$ cat src/rtl/gcd_pkg.sv
// gcd_pkg: shared types and constants for the GCD arbiter slice.
//   gcd_arb_state_t : scheduler FSM states (IDLE / CALC / DONE)
//   DEFAULT_WIDTH   : default operand/result width
//   id_width()      : width of a requester index for a given requester count
package gcd_pkg;

  typedef enum logic [1:0] {
    IDLE = 2'd0,
    CALC = 2'd1,
    DONE = 2'd2
  } gcd_arb_state_t;

  localparam int DEFAULT_WIDTH = 16;

  // A single requester still needs a 1-bit id field.
  function automatic int id_width(input int nreq);
    return (nreq <= 1) ? 1 : $clog2(nreq);
  endfunction

endpackage

$ cat src/rtl/gcd_arbiter_if.sv
// gcd_arbiter_if: request/response bundle between the clients and the GCD
// scheduler.
//   req_valid/req_ready : per-requester handshake (req_ready is one-hot)
//   req_a/req_b         : packed operands, slice i belongs to requester i
//   rsp_valid/rsp_ready : result handshake
//   rsp_id/rsp_gcd/rsp_err : tagged result and timeout flag
//   busy                : scheduler is not idle
// modport master = client side, modport slave = scheduler side.
interface gcd_arbiter_if
  import gcd_pkg::*;
#(
  parameter int WIDTH = DEFAULT_WIDTH,
  parameter int NREQ  = 4
);
  localparam int IDW = id_width(NREQ);

  logic [NREQ-1:0]       req_valid;
  logic [NREQ-1:0]       req_ready;
  logic [NREQ*WIDTH-1:0] req_a;
  logic [NREQ*WIDTH-1:0] req_b;
  logic                  rsp_valid;
  logic                  rsp_ready;
  logic [IDW-1:0]        rsp_id;
  logic [WIDTH-1:0]      rsp_gcd;
  logic                  rsp_err;
  logic                  busy;

  modport master (
    output req_valid, req_a, req_b, rsp_ready,
    input  req_ready, rsp_valid, rsp_id, rsp_gcd, rsp_err, busy
  );

  modport slave (
    input  req_valid, req_a, req_b, rsp_ready,
    output req_ready, rsp_valid, rsp_id, rsp_gcd, rsp_err, busy
  );

endinterface

$ cat src/rtl/gcd_rr_arbiter.sv
// gcd_rr_arbiter: combinational round-robin picker.
//   req_valid : per-requester valid
//   ptr       : highest-priority requester index this cycle
//   grant     : one-hot grant of the first valid requester at or after ptr
//   grant_id  : index of that requester (0 when nothing is valid)
module gcd_rr_arbiter
  import gcd_pkg::*;
#(
  parameter int NREQ = 4,
  parameter int IDW  = id_width(NREQ)
) (
  input  logic [NREQ-1:0] req_valid,
  input  logic [IDW-1:0]  ptr,
  output logic [NREQ-1:0] grant,
  output logic [IDW-1:0]  grant_id
);

  logic [IDW:0]   idx_wide;
  logic [IDW-1:0] idx;
  logic           found;

  // Walk offsets 0..NREQ-1 from ptr; one extra bit lets the sum wrap cleanly.
  always_comb begin
    grant    = '0;
    grant_id = '0;
    found    = 1'b0;
    idx_wide = '0;
    idx      = '0;
    for (int k = 0; k < NREQ; k++) begin
      idx_wide = {1'b0, ptr} + (IDW+1)'(k);
      if (idx_wide >= (IDW+1)'(NREQ)) begin
        idx_wide = idx_wide - (IDW+1)'(NREQ);
      end
      idx = idx_wide[IDW-1:0];
      if (!found && req_valid[idx]) begin
        found      = 1'b1;
        grant[idx] = 1'b1;
        grant_id   = idx;
      end
    end
  end

endmodule

$ cat src/rtl/gcd_arbiter.sv
// gcd_arbiter: shared subtractive GCD engine with round-robin admission.
//   clk, rst : clock and asynchronous active-high reset
//   bus      : gcd_arbiter_if.slave (requests in, tagged result out)
// One job at a time: IDLE grants a requester, CALC does one compare/subtract
// step per cycle, DONE presents the result until rsp_ready.
// Optional feature macro: GCD_ARB_TIMEOUT_EN -- CALC is cut off after
// MAX_ITER cycles and reported with rsp_err=1, rsp_gcd=0.
module gcd_arbiter
  import gcd_pkg::*;
#(
  parameter int WIDTH    = DEFAULT_WIDTH,
  parameter int NREQ     = 4,
  parameter int MAX_ITER = 1024
) (
  input  logic             clk,
  input  logic             rst,
  gcd_arbiter_if.slave     bus
);

  localparam int IDW = id_width(NREQ);

  if (NREQ < 2) begin : g_bad_nreq
    $error("gcd_arbiter: NREQ must be at least 2");
  end
  if (MAX_ITER < 1) begin : g_bad_max_iter
    $error("gcd_arbiter: MAX_ITER must be at least 1");
  end

  gcd_arb_state_t   state_q, state_d;
  logic [WIDTH-1:0] a_q, a_d;
  logic [WIDTH-1:0] b_q, b_d;
  logic [IDW-1:0]   id_q, id_d;
  logic [IDW-1:0]   ptr_q, ptr_d;
  logic [WIDTH-1:0] gcd_q, gcd_d;
`ifdef GCD_ARB_TIMEOUT_EN
  localparam int ITW = $clog2(MAX_ITER + 1);
  logic             err_q, err_d;
  logic [ITW-1:0]   iter_q, iter_d;
`endif

  logic [NREQ-1:0]  grant;
  logic [IDW-1:0]   grant_id;
  logic [WIDTH-1:0] op_a [NREQ];
  logic [WIDTH-1:0] op_b [NREQ];

  // Unpack the flat operand buses so the granted pair can be selected by id.
  for (genvar gi = 0; gi < NREQ; gi++) begin : g_unpack
    assign op_a[gi] = bus.req_a[gi*WIDTH +: WIDTH];
    assign op_b[gi] = bus.req_b[gi*WIDTH +: WIDTH];
  end

  gcd_rr_arbiter #(
    .NREQ (NREQ),
    .IDW  (IDW)
  ) u_rr (
    .req_valid (bus.req_valid),
    .ptr       (ptr_q),
    .grant     (grant),
    .grant_id  (grant_id)
  );

  always_ff @(posedge clk or posedge rst) begin
    if (rst) begin
      state_q <= IDLE;
      a_q     <= '0;
      b_q     <= '0;
      id_q    <= '0;
      ptr_q   <= '0;
      gcd_q   <= '0;
`ifdef GCD_ARB_TIMEOUT_EN
      err_q   <= 1'b0;
      iter_q  <= '0;
`endif
    end else begin
      state_q <= state_d;
      a_q     <= a_d;
      b_q     <= b_d;
      id_q    <= id_d;
      ptr_q   <= ptr_d;
      gcd_q   <= gcd_d;
`ifdef GCD_ARB_TIMEOUT_EN
      err_q   <= err_d;
      iter_q  <= iter_d;
`endif
    end
  end

  always_comb begin
    state_d       = state_q;
    a_d           = a_q;
    b_d           = b_q;
    id_d          = id_q;
    ptr_d         = ptr_q;
    gcd_d         = gcd_q;
`ifdef GCD_ARB_TIMEOUT_EN
    err_d         = err_q;
    iter_d        = iter_q;
`endif
    bus.req_ready = '0;
    case (state_q)
      IDLE: begin
        // The grant is a subset of req_valid, so any valid means a transfer.
        if (|bus.req_valid) begin
          bus.req_ready = grant;
          a_d           = op_a[grant_id];
          b_d           = op_b[grant_id];
          id_d          = grant_id;
          ptr_d         = (grant_id == IDW'(NREQ - 1)) ? '0 : grant_id + 1'b1;
          state_d       = CALC;
`ifdef GCD_ARB_TIMEOUT_EN
          iter_d        = '0;
`endif
        end
      end
      CALC: begin
        // Termination checks outrank subtraction; A==B also covers gcd(0,0).
        if (a_q == b_q) begin
          gcd_d   = a_q;
          state_d = DONE;
`ifdef GCD_ARB_TIMEOUT_EN
          err_d   = 1'b0;
`endif
        end else if (a_q == '0) begin
          gcd_d   = b_q;
          state_d = DONE;
`ifdef GCD_ARB_TIMEOUT_EN
          err_d   = 1'b0;
`endif
        end else if (b_q == '0) begin
          gcd_d   = a_q;
          state_d = DONE;
`ifdef GCD_ARB_TIMEOUT_EN
          err_d   = 1'b0;
        // iter_q counts completed CALC cycles, so this is cycle MAX_ITER.
        end else if (iter_q == ITW'(MAX_ITER - 1)) begin
          gcd_d   = '0;
          err_d   = 1'b1;
          state_d = DONE;
`endif
        end else if (a_q > b_q) begin
          a_d = a_q - b_q;
        end else begin
          b_d = b_q - a_q;
        end
`ifdef GCD_ARB_TIMEOUT_EN
        iter_d = iter_q + 1'b1;
`endif
      end
      DONE: begin
        if (bus.rsp_ready) begin
          state_d = IDLE;
        end
      end
      default: state_d = IDLE;
    endcase
  end

  assign bus.rsp_valid = (state_q == DONE);
  assign bus.rsp_id    = id_q;
  assign bus.rsp_gcd   = gcd_q;
  assign bus.busy      = (state_q != IDLE);
`ifdef GCD_ARB_TIMEOUT_EN
  assign bus.rsp_err   = err_q;
`else
  assign bus.rsp_err   = 1'b0;
`endif

endmodule

$ cat src/flat_wrapper.sv
// flat-port wrapper written by rule: the top's interface ports become plain ports
module gcd_arbiter_flat import gcd_pkg::*;
#(
  parameter int WIDTH    = DEFAULT_WIDTH,
  parameter int NREQ     = 4,
  parameter int MAX_ITER = 1024
)
  (clk, rst, bus_req_valid, bus_req_a, bus_req_b, bus_rsp_ready, bus_req_ready, bus_rsp_valid, bus_rsp_id, bus_rsp_gcd, bus_rsp_err, bus_busy);
  gcd_arbiter_if #(.WIDTH(WIDTH), .NREQ(NREQ)) bus_i ();
  input  logic clk;
  input  logic rst;
  input wire logic [$bits(bus_i.req_valid)-1:0] bus_req_valid;
  input wire logic [$bits(bus_i.req_a)-1:0] bus_req_a;
  input wire logic [$bits(bus_i.req_b)-1:0] bus_req_b;
  input wire logic [$bits(bus_i.rsp_ready)-1:0] bus_rsp_ready;
  output wire logic [$bits(bus_i.req_ready)-1:0] bus_req_ready;
  output wire logic [$bits(bus_i.rsp_valid)-1:0] bus_rsp_valid;
  output wire logic [$bits(bus_i.rsp_id)-1:0] bus_rsp_id;
  output wire logic [$bits(bus_i.rsp_gcd)-1:0] bus_rsp_gcd;
  output wire logic [$bits(bus_i.rsp_err)-1:0] bus_rsp_err;
  output wire logic [$bits(bus_i.busy)-1:0] bus_busy;
  assign bus_i.req_valid = bus_req_valid;
  assign bus_i.req_a = bus_req_a;
  assign bus_i.req_b = bus_req_b;
  assign bus_i.rsp_ready = bus_rsp_ready;
  assign bus_req_ready = bus_i.req_ready;
  assign bus_rsp_valid = bus_i.rsp_valid;
  assign bus_rsp_id = bus_i.rsp_id;
  assign bus_rsp_gcd = bus_i.rsp_gcd;
  assign bus_rsp_err = bus_i.rsp_err;
  assign bus_busy = bus_i.busy;
  gcd_arbiter #(.WIDTH(WIDTH), .NREQ(NREQ), .MAX_ITER(MAX_ITER)) u_core (.clk(clk), .rst(rst), .bus(bus_i));
endmodule
$ cat config.mk
export PLATFORM = sky130hd
export DESIGN_NAME = gcd_arbiter_flat
export DESIGN_NICKNAME = d
export VERILOG_FILES = /design/src/rtl/gcd_pkg.sv /design/src/rtl/gcd_arbiter_if.sv /design/src/rtl/gcd_rr_arbiter.sv /design/src/rtl/gcd_arbiter.sv /design/src/flat_wrapper.sv
export SDC_FILE = /design/constraint.sdc
export NUM_CORES = 1
export LEC_CHECK = 0
export CAP_MARGIN = 20
export CORE_AREA = 2 2 78 154
export CTS_CLUSTER_SIZE = 24
export DETAILED_ROUTE_END_ITERATION = 6
export DIE_AREA = 0 0 80 156
export PLACE_DENSITY = 0.82
export SYNTH_ARGS = -nofsm -noshare
export SYNTH_HDL_FRONTEND = slang
export SYNTH_SLANG_ARGS = --single-unit
$ cat constraint.sdc
create_clock -name clk -period 4.15 [get_ports clk]
set_input_delay 0.83 -clock clk [delete_from_list [all_inputs] [get_ports clk]]
set_output_delay 0.83 -clock clk [all_outputs]
set_load 0.05 [all_outputs]
==> impl_results.md <==
* Sink Count at 54
* Tmin final at 3.95 ns
* H-tree levels at 2
* CTS Hold Bufs at 0
* CTS tree: built
* Synth Area in Simple Gates at 0.128
* Syn Inst Count at 658
* Vias at 5991
* Mux cell area share after synthesis at 0.132
* Die Area at 12500 µm²
* Register bit total from synthesis at 54
* Slew Limit Fails at 0
* DR iter-0 viols at 393
* Worst setup EP type: output port
* Final Hold Viols at 0
* PortBufs at 158
* Fin crit share at 0.952
* Tot GR Track Use at 0.386
* Clk_lat worst skew at 0.31 ns
* Number of setup buffers added after CTS at 0
* CP required at 3.32 ns
* RSZ-0062 raised after global routing: false
* Outcome: finished clean
* Max Clock Freq at 253 MHz
* Worst hold path stage count at 2
* Post-layout util at 0.662
* DRC Markers at 0
* WP buf/inv at 2
* Die X at 80 µm
* EDFF count, synth at 0
* Biggest area consumer among synthesized cells: dfrtp_1
* Worst rel slew slack at 0.399
* Setup TNS at 0 ns
* Antenna violations before repair at 0
* Number of global-route vias before repair at 6297
* Clock Tree Root: clkbuf_16
* CP most frequent cell: nor2_1
* Worst Hold Class: reg -> reg
* Peak VDD IR at 0.665 mV
* Core Region at 11300 µm²
* Synth Cell Area at 5540 µm²
* Pwr per Cell Area at 875 nW/µm²
* N_diodes at 0
* Synth top area cells: dfrtp_1 (24%), mux2i_1 (11%), ha_1 (9.0%)
* Synth cell count leaders: mux2i_1 (62), a21oi_1 (54), dfrtp_1 (54), nor2_1 (53)
* GRT overflow at 0
* Crit path depth at 8
* Post-synthesis sequential area ratio at 0.244
* Yosys top cell area share at 0.244
* Worst R2R Path Depth at 11
* Worst Skew at 0.0135 ns
* Critical Path Max Stage Delay at 0.65 ns
* Share of synthesized flip-flops with an asynchronous set or reset at 1.00
* Largest family of logic cells by synthesized area: compound AO/OA/AOI/OAI gates
* Reg clk slew, reported paths at 0.07 ns
* Die Y at 156 µm
* Adder-cell area share of the yosys netlist at 0.0975
* XOR/XNOR share of the synthesized area at 0.0348
* Gpl congestion at 1.02
* CP Class: in -> out
* Yosys warning count at 0
* Nets at 977
* Post-synthesis compound-gate area fraction at 0.283
* Mean post-synth cell area at 8.42 µm²
* Global-route wire length before repair at 35400 µm
* Crit path DAT at 3.12 ns
* Average vias per placed instance at 6.35
* Share of layout cells above drive strength 1 at 0.0749
* Crit start category: input pin
* Row cnt at 55
* Wirelength per Cell at 25.2 µm
* Top-count cell post-synth: mux2i_1
* Detail Placement HPWL at 19300 µm
* Crit-path slowest cell: clkdlybuf4s50_1
* Top_reg_cell synth: dfrtp_1
* Worst Tran Pin Value at 0.900 ns
* Pre-antenna DRT Iters at 5
* CP Max Fanout at 14
* Max-cap violations at 0
* TritonCTS buffer count at 5
* Largest net degree at the start of global routing at 40
* Initial Utilization at 0.491
* CP top delay family: buffers and inverters
* Flop2flop setup slack at 0.55 ns
* Routed wire length at 23700 µm
* Leak at 3.31 nW
* Syn-to-layout area delta at 34.7%
* Synth cell types at 65
* Design Power at 0.00653 W
* Crit-path cells: clkdlybuf4s50_1 -> mux4_2 -> nor2b_2 -> a22oi_1 -> nor2_1 -> a221oi_1 -> nor2_1 -> buf_12
* Syn Nets at 835
* Clock Path Buffers at 2
* Post-CTS sizing at 0
* Top Ports at 160
* Post-route ant nets at 0
* Final setup fails at 0
## final cells by class
type                            instances  area, µm²
Clock inverter                          3       40.0
Sequential cell                        54       1350
Inverter                               40        150
Multi-Input combinational cell        512       3760
Fill cell                             975       3820
Tap cell                              142        178
Clock buffer                            5        125
Timing Repair Buffer                  187       1860
## metal layers
layer  wire (µm)  up-vias  global-route usage
met5           0        -                   0
li1            -     2726                   -
met2       13000      258               0.725
met1        7250     2890               0.333
met4        2540        0               0.344
met3         983      117              0.0556
## cell families (layout without fill, tap and decap cells)
| group | after synthesis | count (layout) |
|---|---|---|
| and+or+nand+nor | 144 | 144 |
| xor gates and xnor gates | 22 | 22 |
| other | 1 | 1 |
| AOI/OAI and AO/OA | 234 | 234 |
| DFF | 54 | 54 |
| adders and majority gates | 42 | 42 |
| muxes | 69 | 69 |
| buffers and inverters | 92 | 235 |
## final timing paths
check                                startpoint                     end
max                            bus_req_valid[3]        bus_req_ready[2]
min                        u_core.bus.rsp_id[1]    u_core.bus.rsp_id[1]
max reg2reg                       u_core.a_q[0]           u_core.a_q[3]
min reg2reg                u_core.bus.rsp_id[1]    u_core.bus.rsp_id[1]
max in group asynchronous                   rst          u_core.b_q[10]
min in group asynchronous                   rst  u_core.bus.rsp_gcd[15]
## worst reg2reg max path: stages, from the launching register on
cell,delay [ns]
dfrtp_1,0.51
inv_1,0.09
ha_1,0.23
fa_1,0.44
nand2b_1,0.22
a211oi_2,0.28
o21ai_1,0.26
o41ai_2,0.52
a2bb2oi_2,0.16
buf_4,0.30
o21ai_0,0.18
o32a_1,0.31
## state kept, by name, indices dropped and copies added, names as in the netlist
register	flops
u_core.bus.rsp_gcd	16
u_core.a_q	16
u_core.state_q	2
u_core.bus.rsp_id	2
u_core.ptr_q	2
u_core.b_q	16
## cell usage in the layout, fill, tap and decap left out, types with 9 or more instances in the layout
cell             netlist  final
a21o_1                13     13
a21oi_1               54     54
a22oi_1               10     10
a2bb2oi_1             12     11
buf_4                  5     27
clkdlybuf4s50_1        0    154
dfrtp_1               54     54
ha_1                  40     40
inv_1                 40     39
mux2i_1               62     62
nand2_1               27     27
nand2b_1               9      9
nor2_1                53     53
nor3_1                 9      9
nor4_1                10     10
o21ai_0               36     36
o21ai_1               10     10
o22a_1                17     17
o22ai_1               25     25
xor2_1                15     15
## power breakdown
part           leakage, nW  total (W)  internal [W]  switching [W]
Clock               0.0836   0.000490      0.000283       0.000207
Sequential           0.653    0.00102      0.000741       0.000283
Combinational         2.57    0.00502       0.00207        0.00295
## metrics by stage
stage	worst slack [ns]	instance area [µm²]	cells	hold WS [ns]
after floorplan	0.714	5540	658	0.493
after global placement	0.343	7300	935	0.472
after detailed placement	0.284	7300	935	0.473
after CTS	0.272	7470	943	0.489
after global routing	0.144	7470	943	0.519
final	0.201	7470	943	0.486
Power figures use the tool's default switching activity.
